==> src/rtl/alu_pkg.sv <==
// Opcode map and BIST FSM encodings shared by the 4-bit ALU, its golden model and the BIST controller.
package alu_pkg;

    localparam logic [2:0] OP_ADD = 3'd0;
    localparam logic [2:0] OP_SUB = 3'd1;
    localparam logic [2:0] OP_AND = 3'd2;
    localparam logic [2:0] OP_OR  = 3'd3;
    localparam logic [2:0] OP_XOR = 3'd4;
    localparam logic [2:0] OP_NOT = 3'd5;
    localparam logic [2:0] OP_SHL = 3'd6;
    localparam logic [2:0] OP_SHR = 3'd7;

    typedef enum logic [1:0] {
        ST_IDLE  = 2'd0,
        ST_APPLY = 2'd1,
        ST_CHECK = 2'd2,
        ST_DONE  = 2'd3
    } bist_state_e;

endpackage

==> src/rtl/alu_ref_model.sv <==
// Combinational golden ALU function: (a, b, sel) -> y, result one bit wider than the operands.
module alu_ref_model
    import alu_pkg::*;
#(
    parameter int A_W   = 4,
    parameter int SEL_W = 3
) (
    input  logic [A_W-1:0]   a_i,
    input  logic [A_W-1:0]   b_i,
    input  logic [SEL_W-1:0] sel_i,
    output logic [A_W:0]     y_o
);

    logic [A_W:0] a_ext;
    logic [A_W:0] b_ext;

    assign a_ext = {1'b0, a_i};
    assign b_ext = {1'b0, b_i};

    always_comb begin
        y_o = '0;
        case (sel_i)
            SEL_W'(OP_ADD): y_o = a_ext + b_ext;
            SEL_W'(OP_SUB): y_o = a_ext - b_ext;
            SEL_W'(OP_AND): y_o = a_ext & b_ext;
            SEL_W'(OP_OR):  y_o = a_ext | b_ext;
            SEL_W'(OP_XOR): y_o = a_ext ^ b_ext;
            SEL_W'(OP_NOT): y_o = {1'b0, ~a_i};
            SEL_W'(OP_SHL): y_o = {a_i, 1'b0};
            SEL_W'(OP_SHR): y_o = {1'b0, a_i >> 1};
            default:        y_o = '0;
        endcase
    end

endmodule

==> src/rtl/alu_bist_ctrl.sv <==
// ALU built-in self-test controller: sweeps every {a,b,sel} vector, samples y after a settle
// window and checks it against the golden model, reporting pass/fail, error count and first failure.
module alu_bist_ctrl
    import alu_pkg::*;
#(
    parameter int A_W           = 4,
    parameter int SEL_W         = 3,
    parameter int SETTLE_CYCLES = 1,
    parameter int ERR_W         = 12
) (
    input  logic                     clk,
    input  logic                     rst,
    input  logic                     start_in,
    output logic [A_W-1:0]           a_out,
    output logic [A_W-1:0]           b_out,
    output logic [SEL_W-1:0]         sel_out,
    input  logic [A_W:0]             y_in,
    output logic                     busy_out,
    output logic                     done_out,
    output logic                     pass_out,
    output logic [ERR_W-1:0]         err_count_out,
    output logic [2*A_W+SEL_W-1:0]   fail_vec_out
);

    localparam int VEC_W = 2*A_W + SEL_W;
    localparam int SET_W = (SETTLE_CYCLES > 1) ? $clog2(SETTLE_CYCLES) : 1;

    bist_state_e      state_q, state_d;
    logic [VEC_W-1:0] vec_q, vec_d;
    logic [SET_W-1:0] settle_q, settle_d;
    logic [ERR_W-1:0] err_q, err_d;
    logic [VEC_W-1:0] fail_q, fail_d;

    logic             settle_done;
    logic             last_vec;
    logic             mismatch;
    logic [A_W:0]     y_golden;

    // vec_q is {a, b, sel}: sel is the least significant field so it sweeps fastest.
    assign a_out   = vec_q[VEC_W-1 -: A_W];
    assign b_out   = vec_q[SEL_W +: A_W];
    assign sel_out = vec_q[SEL_W-1:0];

    alu_ref_model #(
        .A_W   (A_W),
        .SEL_W (SEL_W)
    ) u_ref (
        .a_i   (a_out),
        .b_i   (b_out),
        .sel_i (sel_out),
        .y_o   (y_golden)
    );

    assign settle_done = (settle_q == SET_W'(SETTLE_CYCLES - 1));
    assign last_vec    = &vec_q;
    assign mismatch    = (y_in != y_golden);

    always_ff @(posedge clk or posedge rst) begin
        if (rst) begin
            state_q  <= ST_IDLE;
            vec_q    <= '0;
            settle_q <= '0;
            err_q    <= '0;
            fail_q   <= '0;
        end else begin
            state_q  <= state_d;
            vec_q    <= vec_d;
            settle_q <= settle_d;
            err_q    <= err_d;
            fail_q   <= fail_d;
        end
    end

    always_comb begin
        state_d = state_q;
        case (state_q)
            ST_IDLE,
            ST_DONE:  if (start_in) state_d = ST_APPLY;
            ST_APPLY: if (settle_done) state_d = ST_CHECK;
            ST_CHECK: state_d = last_vec ? ST_DONE : ST_APPLY;
            default:  state_d = ST_IDLE;
        endcase
    end

    always_comb begin
        vec_d    = vec_q;
        settle_d = settle_q;
        err_d    = err_q;
        fail_d   = fail_q;
        case (state_q)
            ST_IDLE,
            ST_DONE: begin
                if (start_in) begin
                    vec_d    = '0;
                    settle_d = '0;
                    err_d    = '0;
                    fail_d   = '0;
                end
            end
            ST_APPLY: settle_d = settle_done ? '0 : settle_q + SET_W'(1);
            ST_CHECK: begin
                vec_d = vec_q + VEC_W'(1);
                if (mismatch) begin
                    if (!(&err_q)) err_d = err_q + ERR_W'(1);
                    // A non-zero count means an earlier mismatch already owns fail_q.
                    if (err_q == '0) fail_d = vec_q;
                end
            end
            default: ;
        endcase
    end

    always_comb begin
        busy_out      = (state_q == ST_APPLY) || (state_q == ST_CHECK);
        done_out      = (state_q == ST_DONE);
        pass_out      = done_out && (err_q == '0);
        err_count_out = err_q;
        fail_vec_out  = fail_q;
    end

endmodule

==> config.mk <==
export PLATFORM = sky130hd
export DESIGN_NAME = alu_bist_ctrl
export DESIGN_NICKNAME = d
export VERILOG_FILES = /design/src/rtl/alu_pkg.sv /design/src/rtl/alu_ref_model.sv /design/src/rtl/alu_bist_ctrl.sv
export SDC_FILE = /design/constraint.sdc
export NUM_CORES = 1
export LEC_CHECK = 0
export ABC_AREA = 1
export CAP_MARGIN = 20
export CORE_MARGIN = 3
export CORE_UTILIZATION = 51
export CTS_BUF_LIST = sky130_fd_sc_hd__clkbuf_8
export DETAILED_ROUTE_END_ITERATION = 6
export HOLD_SLACK_MARGIN = 0.05
export PLACE_DENSITY = 0.79
export SYNTH_ARGS = -nofsm -noshare
export SYNTH_HDL_FRONTEND = slang
export SYNTH_SLANG_ARGS = --single-unit
==> constraint.sdc <==
create_clock -name clk -period 2.4 [get_ports clk]
set_input_delay 0.36 -clock clk [delete_from_list [all_inputs] [get_ports clk]]
set_output_delay 0.36 -clock clk [all_outputs]
set_load 0.02 [all_outputs]
==> summary.txt, run 1 <==
Power
  • Leak pwr: 2.05 nW
  • Clk pwr share: 0.201
  • P per Cell Area: 736 mW/mm²
  • Int Pwr: 1.61 mW
  • Power share of the sequential group: 0.245
  • Sw frac: 0.442
  • Peak VDD IR: 0.000800 V
  • Combinational power share: 0.554
  • Sw power: 1.27 mW

Routing
  • 1st-iter DRT viols: 188
  • DRC Markers: 0
  • Vias post-DR: 3054
  • Routed Antenna Nets: 0
  • DRT Pass-1 Iters: 5
  • Wire per inst: 14.4 µm
  • Final WL: 8150 µm
  • Drt via density: 5.41

Timing
  • Setup WS post-layout: -208 ps
  • Clock skew: 3.37 ps
  • Worst hold slack: 472 ps
  • Fin crit period: 2610 ps
  • Final hold violations: 0
  • Unrepaired setup endpoints after global routing: true
  • Max-slew headroom: 0.500
  • Final period util: 1.09
  • Final setup vio count: 23
  • Slew Viols, Final: 0
  • Worst-margin pin slew: 746 ps
  • Achievable frequency: 383 MHz

Run status
  • Failing checks: setup timing
  • Outcome: complete, but fails checks

Logic synthesis
  • Sequential area share after synthesis: 0.317
  • Synth area leader: dfrtp_1
  • Ranking of synthesized cells by area: dfrtp_1 32%, nand2_1 16%, ha_1 11%
  • Synth Area in Simple Gates: 0.373
  • Synth top area share: 0.317
  • Post-synthesis async set-or-reset flop share: 1.00
  • Synth Cell Area: 0.00284 mm²
  • Number of flops mapped to enable cells by yosys: 0
  • Mux cell area share after synthesis: 0
  • Main combinational cell family by area after synthesis: simple AND/OR/NAND/NOR gates
  • Syn_area_per_cell: 6.80 µm²
  • Commonest cells post-synth: 120 x nand2_1, 59 x nand3_1, 56 x inv_1, 40 x nor2_1, 36 x dfrtp_1
  • Synth Warn #: 0
  • Xor and xnor area share after synthesis: 0.0154
  • Most used DFF post-synth: dfrtp_1
  • Synth unique cells: 31
  • Synthesized net count: 452
  • Top-count cell post-synth: nand2_1
  • Synth Area in Compound Gates: 0.0665
  • Synth Register Bits: 36
  • Area share of fa/ha/maj cells after synthesis: 0.117
  • Post-Synthesis Cells: 418

Critical path
  • Reg2reg setup slack: -210 ps
  • Critical Path Start Type: register
  • Setup Crit Path Kind: reg -> reg
  • Critical Path AT: 2780 ps
  • Beginning of the critical path: vec_q[1]
  • Crit path max fanout: 7
  • Worst Setup EP: fail_vec_out[6]
  • R2r endpoint: fail_vec_out[6]
  • R2r worst-path depth: 18
  • Startpoint of the worst register-to-register path: vec_q[1]
  • Critical path capture point type: register
  • Worst EP required: 2570 ps

Layout
  • # diodes: 0
  • Layout cell share with drive strength beyond 1: 0.214
  • Final #Nets: 528
  • Layout Area Growth over Synthesis: 37.7%
  • Final std cells w/o fill: 565

Flow run
  • Max_cap viols: 0

GRT
  • GRT Overall Usage: 0.271
  • Met3 GRT Util: 0.0460
  • Global-route wire length before repair: 13700 µm
  • Vias in the first global route: 2947
  • Largest net degree at the start of global routing: 37
  • Gr busiest metal: met2
  • Total gr overflow: 0
  • Initial antenna violation count: 0
  • Met1 Resource Use GR: 0.346
  • Met2 Usage GRT: 0.471

Clock network
  • Reg clk slew, reported paths: 70 ps
  • CTS Buf Count: 5
  • CTS tree: yes
  • Root buffer cell: clkbuf_8
  • Clock Latency Late Sink: 280 ps
  • CTS max path bufs: 2
  • Total clock sinks: 36
  • H-Tree Level Count: 2

Die
  • Die Ht: 80.6 µm
  • I/O pins: 45
  • Full die area: 0.00650 mm²
  • Die W: 80.6 µm
  • Row cnt: 26
  • Core Region: 0.00524 mm²
  • Starting Density: 0.543

Place
  • GP Congestion: 0.922
  • Placed cells: 554
  • Placed wire-length estimate: 5840 µm
  • Buffers on Ports: 44

Worst hold path
  • Hold crit path type: in -> async
==> power groups by stage <==
stage	combinational, mW	sequential (mW)	clock, mW
2_1_floorplan	0.951	0.755	0
3_3_place_gp	1.38	0.711	0
3_5_place_dp	1.42	0.715	0
4_1_cts	1.54	0.703	0.585
5_1_grt	1.76	0.712	0.606
6_report	1.60	0.706	0.578
==> per-stage QoR <==
step	area [µm²]	setup TNS [ps]	utilization	setup WS, ps	power, mW
finish	3910	-4010	0.747	-208	2.88
global route	3910	-7700	0.747	-367	3.08
CTS	3830	-2890	0.731	-150	2.83
detailed placement	3570	-5780	0.683	-274	2.13
global placement	3570	-3820	0.683	-188	2.09
floorplan	2890	-2300	-	-116	1.71
==> flip-flops by register name (all words and copies together) (netlist names) <==
name,flops
err_count_out,12
state_q,2
vec_q,11
fail_vec_out,11
==> cell type report <==
type,instances,area (µm²)
clock buffer,7,96.3
clock inverter,1,30.0
fill,419,1320
inverter,63,236
multi-input combinational,309,1840
sequential,36,906
tap,70,87.6
timing repair buffer,79,713
==> placed cells by master (no fill, tap or decap), types with 4 or more instances in the layout <==
cell	Yosys	layout
a21oi_1	14	13
buf_4	1	32
clkbuf_8	0	7
clkdlybuf4s50_1	0	43
dfrtp_1	36	32
dfrtp_2	0	4
ha_1	25	22
inv_1	56	55
inv_2	7	8
nand2_1	120	116
nand2_2	3	6
nand2_4	2	4
nand3_1	59	33
nand3_2	0	26
nor2_1	40	39
nor2_4	2	4
nor3_1	6	6
o21ai_0	12	11
xor2_1	5	5
==> worst min-delay path by stage <==
stage / from / to / slack [ps] / cells past startpoint
final: rst / fail_vec_out[8] / 470 / 3
after detailed placement: fail_vec_out[4] / fail_vec_out[4] / 460 / 2
after global routing: fail_vec_out[4] / fail_vec_out[4] / 500 / 2
after global placement: fail_vec_out[9] / fail_vec_out[9] / 450 / 2
after floorplan: rst / err_count_out[0] / 530 / 1
after CTS: fail_vec_out[10] / fail_vec_out[10] / 480 / 2
==> routing by layer <==
metal / vias up / share of wire
li1: 1476 / -
met2: 123 / 0.49
met3: 22 / 0.069
met4: 0 / 0.022
met5: - / 0
met1: 1433 / 0.42
==> timing repair <==
item	4_1_cts	5_1_grt
setup endpoints to repair	24	24
cloned	1	0
gates resized for setup	24	20
pin swaps	21	16
buffers inserted	3	0
hold buffers	0	0
==> critical path, cell delays in order, from the launching register on <==
cell     delay [ps]
dfrtp_2         410
inv_2            80
ha_4            130
inv_2            40
nor2_4          170
nor2_2           60
xor2_1          180
ha_2            340
a21oi_2         140
nand2_1          60
nand2_1          70
nand3_2          80
nand3_2          90
nand3_2         100
nor2_4          150
nand2_4         110
buf_6           160
nand3_2          70
nand2_1          60
==> cells by family (layout without fill, tap and decap cells) <==
logic type                 after synthesis  in the layout
AOI/OAI and AO/OA                       35             35
and+or+nand+nor                        242            243
xor gates and xnor gates                 5              5
buffers and inverters                   74            150
DFF                                     36             36
adders and majority gates               26             26
Note: power is estimated with default switching activity, not from simulation.
==> run 2, diff against run 1 <==
--- a/config.mk
+++ b/config.mk
@@ -13,6 +13,7 @@
 export DETAILED_ROUTE_END_ITERATION = 6
 export HOLD_SLACK_MARGIN = 0.05
 export PLACE_DENSITY = 0.79
+export SKIP_CTS_REPAIR_TIMING = 1
 export SYNTH_ARGS = -nofsm -noshare
 export SYNTH_HDL_FRONTEND = slang
 export SYNTH_SLANG_ARGS = --single-unit
==> summary.txt, run 2 (same netlist as run 1, synthesis figures left out) <==
Routing
  • DRC Markers: 0 (unchanged)
  • Drt via density: 5.33 (was 5.41)
  • Routed Antenna Nets: 0 (unchanged)
  • 1st-iter DRT viols: 206 (was 188)
  • Wire per inst: 14.4 µm (about the same)
  • Vias post-DR: 3025 (was 3054)
  • DRT Pass-1 Iters: 4 (was 5)
  • Final WL: 8160 µm (was 8150 µm)

Critical path
  • Critical Path AT: 2790 ps (was 2780 ps)
  • Crit path max fanout: 6 (was 7)
  • Worst EP required: 2570 ps (about the same)
  • Critical Path Start Type: register (unchanged)
  • Setup Crit Path Kind: reg -> reg (unchanged)
  • Critical path capture point type: register (unchanged)

Timing
  • Fin crit period: 2620 ps (was 2610 ps)
  • Worst hold slack: 475 ps (was 472 ps)
  • Final hold violations: 0 (unchanged)
  • Final setup vio count: 23 (unchanged)
  • Max-slew headroom: 0.415 (was 0.500)
  • Worst-margin pin slew: 874 ps (was 746 ps)
  • Setup WS post-layout: -222 ps (was -208 ps)
  • Final period util: 1.09 (about the same)
  • Achievable frequency: 381 MHz (was 383 MHz)
  • Unrepaired setup endpoints after global routing: true (unchanged)
  • Clock skew: 3.24 ps (was 3.37 ps)
  • Slew Viols, Final: 0 (unchanged)

Layout
  • Layout cell share with drive strength beyond 1: 0.215 (was 0.214)
  • Final #Nets: 531 (was 528)
  • Final instance area: 0.00397 mm² (was 0.00391 mm²)
  • Max reg flops: 12 (unchanged)
  • Final std cells w/o fill: 568 (was 565)
  • Commonest non-fill, non-tap cell in the layout: nand2_1 (unchanged)
  • Most frequent cells in the layout: 111 x nand2_1, 55 x inv_1, 43 x clkdlybuf4s50_1 (was 116 x nand2_1, 55 x inv_1, 43 x clkdlybuf4s50_1)
  • Layout Area Growth over Synthesis: 39.6% (was 37.7%)
  • # diodes: 0 (unchanged)

Power
  • Peak VDD IR: 0.000775 V (was 0.000800 V)
  • Leak pwr: 2.07 nW (was 2.05 nW)
  • P per Cell Area: 746 mW/mm² (was 736 mW/mm²)

Place
  • Buffers on Ports: 44 (unchanged)
  • Placed cells: 554 (unchanged)
  • Placed wire-length estimate: 5840 µm (unchanged)
  • Placed Area: 0.00357 mm² (unchanged)
  • GP Congestion: 0.922 (unchanged)

Die
  • Core Region: 0.00524 mm² (unchanged)
  • I/O pins: 45 (unchanged)
  • Starting Density: 0.543 (unchanged)
  • Die Ht: 80.6 µm (unchanged)
  • Row cnt: 26 (unchanged)
  • Full die area: 0.00650 mm² (unchanged)
  • Die W: 80.6 µm (unchanged)

Clock network
  • H-Tree Level Count: 2 (unchanged)
  • Total clock sinks: 36 (unchanged)
  • Root buffer cell: clkbuf_8 (unchanged)
  • CTS tree: yes (unchanged)
  • Clock Latency Late Sink: 280 ps (about the same)
  • CTS Buf Count: 5 (unchanged)
  • Reg clk slew, reported paths: 70 ps (about the same)
  • CTS max path bufs: 2 (unchanged)

Flow run
  • Max_cap viols: 0 (unchanged)

GRT
  • Vias in the first global route: 2834 (was 2947)
  • Largest net degree at the start of global routing: 37 (unchanged)
  • Total gr overflow: 0 (unchanged)
  • Initial antenna violation count: 0 (unchanged)
  • Global-route wire length before repair: 13100 µm (was 13700 µm)
  • GRT Overall Usage: 0.258 (was 0.271)

Run status
  • Failing checks: setup timing (unchanged)
  • Outcome: complete, but fails checks (unchanged)

Worst hold path
  • Hold crit path type: reg -> reg (was in -> async)
==> run 2: cell count changes in the layout (fill, tap and decap cells not counted), moves of 3 or more <==
cell	change
nand3_1	+7
nand3_2	-7
nand2_1	-5
nand2_2	+4
nand2_8	+3
==> run 2: worst paths after layout <==
kind | startpoint | to | slack (ps) | cells after the start
setup / recovery | vec_q[1] | fail_vec_out[6] | -220 | 20
hold / removal | fail_vec_out[10] | fail_vec_out[10] | 470 | 2
setup reg to reg | vec_q[1] | fail_vec_out[6] | -220 | 20
hold reg to reg | fail_vec_out[10] | fail_vec_out[10] | 470 | 2
max in group asynchronous | rst | vec_q[1] | 1580 | 3
min in group asynchronous | rst | fail_vec_out[8] | 480 | 3
==> run 2: critical path, stage by stage, from the launching register on <==
cell,delay (ps)
dfrtp_2,410
inv_2,80
ha_4,130
inv_2,40
nor2_4,130
nor2_2,50
xor2_1,170
ha_2,340
a21oi_2,160
nand2_1,60
nand2_1,50
nand3_1,110
nand2_1,90
nand2_1,50
nand2_1,100
nor2_4,60
buf_12,130
nand2_8,100
nand2_8,80
nand2_1,120
nand2_1,60
==> run 2: layer usage <==
| metal | up-vias | part of all wire | GRT usage | routed length (µm) |
|---|---|---|---|---|
| li1 | 1486 | - | - | - |
| met1 | 1416 | 0.42 | 0.333 | 3400 |
| met2 | 102 | 0.50 | 0.440 | 4040 |
| met3 | 21 | 0.069 | 0.0471 | 564 |
| met4 | 0 | 0.019 | 0.0693 | 153 |
| met5 | - | 0 | 0 | 0 |
==> run 2: report_power, final <==
part | internal [mW] | switching (mW)
clock network | 0.366 | 0.210
registers | 0.658 | 0.0462
logic | 0.634 | 1.04
==> run 2: area by class of cell <==
type | instances | area [µm²]
Clock buffer | 7 | 96.3
Inverter | 63 | 236
Fill cell | 408 | 1270
Timing Repair Buffer | 81 | 748
Clock inverter | 1 | 30.0
Multi-Input combinational cell | 310 | 1860
Sequential cell | 36 | 906
Tap cell | 70 | 87.6
==> run 2: through the flow <==
stage | setup TNS (ps) | setup WS [ps] | util | total power [mW]
6_report | -4250 | -222 | 0.757 | 2.96
5_1_grt | -8450 | -401 | 0.757 | 3.17
4_1_cts | -6310 | -290 | 0.707 | 2.72
3_5_place_dp | -5780 | -274 | 0.683 | 2.13
3_3_place_gp | -3820 | -188 | 0.683 | 2.09
2_1_floorplan | -2300 | -116 | - | 1.71
==> run 3, diff against run 2 <==
--- a/config.mk
+++ b/config.mk
@@ -5,14 +5,13 @@
 export SDC_FILE = /design/constraint.sdc
 export NUM_CORES = 1
 export LEC_CHECK = 0
-export ABC_AREA = 1
 export CAP_MARGIN = 20
 export CORE_MARGIN = 3
-export CORE_UTILIZATION = 51
+export CORE_UTILIZATION = 59
 export CTS_BUF_LIST = sky130_fd_sc_hd__clkbuf_8
 export DETAILED_ROUTE_END_ITERATION = 6
 export HOLD_SLACK_MARGIN = 0.05
-export PLACE_DENSITY = 0.79
+export PLACE_DENSITY = 0.88
 export SKIP_CTS_REPAIR_TIMING = 1
 export SYNTH_ARGS = -nofsm -noshare
 export SYNTH_HDL_FRONTEND = slang
==> constraint.sdc (replaced) <==
create_clock -name clk -period 3.22 [get_ports clk]
set_input_delay 0.483 -clock clk [delete_from_list [all_inputs] [get_ports clk]]
set_output_delay 0.483 -clock clk [all_outputs]
set_load 0.02 [all_outputs]
==> summary.txt, run 3 <==
Clock network
  • CTS max path bufs: 2 (unchanged)
  • CTS tree: yes (unchanged)
  • H-Tree Level Count: 2 (unchanged)
  • Root buffer cell: clkbuf_8 (unchanged)
  • Reg clk slew, reported paths: 70 ps (about the same)
  • Total clock sinks: 36 (unchanged)
  • CTS Buf Count: 5 (unchanged)
  • Clock Latency Late Sink: 300 ps (was 280 ps)

Timing
  • Fin crit period: 3270 ps (was 2620 ps)
  • Final setup vio count: 3 (was 23)
  • Slew Viols, Final: 0 (unchanged)
  • Worst hold slack: 519 ps (was 475 ps)
  • Worst-margin pin slew: 753 ps (was 874 ps)
  • TNS Setup: -65.6 ps (was -4250 ps)
  • Clock skew: 8.62 ps (was 3.24 ps)
  • Unrepaired setup endpoints after global routing: true (unchanged)
  • Achievable frequency: 305 MHz (was 381 MHz)
  • Setup WS post-layout: -54.4 ps (was -222 ps)
  • Max-slew headroom: 0.493 (was 0.415)
  • Final hold violations: 0 (unchanged)
  • Final period util: 1.02 (was 1.09)

Layout
  • Max reg flops: 12 (unchanged)
  • # diodes: 0 (unchanged)
  • # fillers: 251 (was 408)
  • Final design utilization: 0.828 (was 0.757)
  • Final #Nets: 398 (was 531)
  • Register area: 903 µm² (was 906 µm²)
  • Layout cell share with drive strength beyond 1: 0.153 (was 0.215)
  • Final std cells w/o fill: 415 (was 568)
  • Area of the multi-input gates: 0.00162 mm² (was 0.00186 mm²)
  • Most frequent cells in the layout: 44 x clkdlybuf4s50_1, 35 x nand2_1, 34 x dfrtp_1 (was 111 x nand2_1, 55 x inv_1, 43 x clkdlybuf4s50_1)
  • Final instance area: 0.00343 mm² (was 0.00397 mm²)
  • Commonest non-fill, non-tap cell in the layout: clkdlybuf4s50_1 (was nand2_1)
  • Layout Area Growth over Synthesis: 30.8% (was 39.6%)

Critical path
  • Critical path capture point type: register (unchanged)
  • CP Buf/Inv Count: 0 (was 3)
  • Critical Path AT: 3470 ps (was 2790 ps)
  • Critical Path Start Type: register (unchanged)
  • CP peak stage delay: 430 ps (was 410 ps)
  • Startpoint of the worst register-to-register path: vec_q[0] (was vec_q[1])
  • CP max stage cell: dfrtp_2 (unchanged)
  • Worst EP required: 3410 ps (was 2570 ps)
  • Beginning of the critical path: vec_q[0] (was vec_q[1])
  • CP delay by family, top: simple AND/OR/NAND/NOR gates (unchanged)
  • Setup Crit Path Kind: reg -> reg (unchanged)
  • CP cell instances: ha_4 -> and2b_2 -> mux2i_2 -> fa_2 -> a21o_1 -> a21oi_2 -> xor2_1 -> mux2i_1 -> nand4_2 -> or2_4 -> and2_4 -> a221o_1 (was inv_2 -> ha_4 -> inv_2 -> nor2_4 -> nor2_2 -> xor2_1 -> ha_2 -> a21oi_2 -> nand2_1 -> nand2_1 -> nand3_1 -> nand2_1 -> nand2_1 -> nand2_1 -> nor2_4 -> buf_12 -> nand2_8 -> nand2_8 -> nand2_1 -> nand2_1)
  • Crit path max fanout: 4 (was 6)

Die
  • Core Region: 0.00414 mm² (was 0.00524 mm²)
  • Die Ht: 72.7 µm (was 80.6 µm)
  • Full die area: 0.00528 mm² (was 0.00650 mm²)
  • Row cnt: 23 (was 26)
  • Starting Density: 0.633 (was 0.543)
  • I/O pins: 45 (unchanged)
  • Die W: 72.7 µm (was 80.6 µm)

Logic synthesis
  • Sequential area share after synthesis: 0.344 (was 0.317)
  • Synthesized net count: 331 (was 452)
  • Ranking of synthesized cells by area: dfrtp_1 34%, ha_1 12%, nand2_1 5.0% (was dfrtp_1 32%, nand2_1 16%, ha_1 11%)
  • Synth Warn #: 0 (unchanged)
  • Synth area leader: dfrtp_1 (unchanged)
  • Synth Register Bits: 36 (unchanged)
  • Post-synthesis async set-or-reset flop share: 1.00 (unchanged)
  • Synth unique cells: 54 (was 31)
  • Synth Cell Area: 0.00262 mm² (was 0.00284 mm²)
  • Synth top area share: 0.344 (was 0.317)
  • Most used DFF post-synth: dfrtp_1 (unchanged)
  • Syn_area_per_cell: 8.83 µm² (was 6.80 µm²)
  • Top-count cell post-synth: dfrtp_1 (was nand2_1)
  • Post-Synthesis Cells: 297 (was 418)
  • Commonest cells post-synth: 36 x dfrtp_1, 35 x nand2_1, 31 x inv_1, 25 x ha_1, 21 x nand3_1 (was 120 x nand2_1, 59 x nand3_1, 56 x inv_1, 40 x nor2_1, 36 x dfrtp_1)
  • Number of flops mapped to enable cells by yosys: 0 (unchanged)

Routing
  • Routed Antenna Nets: 0 (unchanged)
  • 1st-iter DRT viols: 310 (was 206)
  • DRT Pass-1 Iters: 5 (was 4)
  • DRC Markers: 0 (unchanged)
  • Drt via density: 6.14 (was 5.33)
  • Final WL: 7350 µm (was 8160 µm)
  • Vias post-DR: 2547 (was 3025)
  • Wire per inst: 17.7 µm (was 14.4 µm)

GRT
  • Largest net degree at the start of global routing: 37 (unchanged)
  • Initial antenna violation count: 0 (unchanged)
  • Total gr overflow: 0 (unchanged)
  • Global-route wire length before repair: 10800 µm (was 13100 µm)
  • Vias in the first global route: 2340 (was 2834)
  • GRT Overall Usage: 0.266 (was 0.258)

Power
  • P per Cell Area: 552 mW/mm² (was 746 mW/mm²)
  • Pwr Total: 1.89 mW (was 2.96 mW)
  • Leak pwr: 1.53 nW (was 2.07 nW)
  • Peak VDD IR: 0.000668 V (was 0.000775 V)

Place
  • Placed cells: 401 (was 554)
  • Placed Area: 0.00322 mm² (was 0.00357 mm²)
  • Placed wire-length estimate: 4940 µm (was 5840 µm)
  • Buffers on Ports: 44 (unchanged)
  • GP Congestion: 0.911 (was 0.922)
  • Dpl ws: -108 ps (was -274 ps)

Run status
  • Failing checks: setup timing (unchanged)
  • Outcome: complete, but fails checks (unchanged)

Worst hold path
  • Min-delay src: fail_vec_out[6] (was fail_vec_out[10])
  • Hold crit path type: reg -> reg (unchanged)

Flow run
  • Max_cap viols: 0 (unchanged)
[run 3: cell families (layout without fill, tap and decap cells)]
family / after synthesis / in the layout / synth area share
buf+inv: 40 / 108 / 0.0644
simple gates: 117 / 117 / 0.239
fa+ha+maj: 26 / 26 / 0.127
compound gates: 50 / 50 / 0.126
mux: 13 / 13 / 0.0501
xor+xnor: 15 / 15 / 0.0501
flops: 36 / 36 / 0.344
[run 3: path summary, 6_finish.rpt]
check                                   end  slack [ps]  cells past startpoint
min reg2reg                 fail_vec_out[6]         520                      2
max                        err_count_out[2]         -50                     12
max reg2reg                err_count_out[2]         -50                     12
min                         fail_vec_out[6]         520                      2
max in group asynchronous          vec_q[0]        2270                      3
min in group asynchronous  err_count_out[9]         590                      3
[run 3: layout make-up]
cell class,instances,area share
Sequential cell,36,0.263
Clock buffer,6,0.0241
Clock inverter,2,0.00219
Multi-Input combinational cell,221,0.473
Inverter,31,0.0339
Tap cell,50,0.0182
Timing Repair Buffer,69,0.185
[run 3: metal layers]
layer	vias to the layer above	GRT usage	routed length [µm]
li1	1176	-	-
met2	155	0.428	3410
met3	37	0.0523	715
met5	-	0	0
met4	0	0.107	311
met1	1179	0.352	2910
[run 3: where the power goes]
| part | switching, mW | internal (mW) |
|---|---|---|
| registers | 0.0265 | 0.484 |
| clock network | 0.161 | 0.168 |
| logic | 0.616 | 0.436 |
[run 3: worst reg2reg max path, cell delays in order (launching register included)]
cell     delay, ps
dfrtp_2        430
ha_4           170
and2b_2        230
mux2i_2        180
fa_2           360
a21o_1         210
a21oi_2        150
xor2_1         240
mux2i_1        250
nand4_2        190
or2_4          310
and2_4         170
a221o_1        290
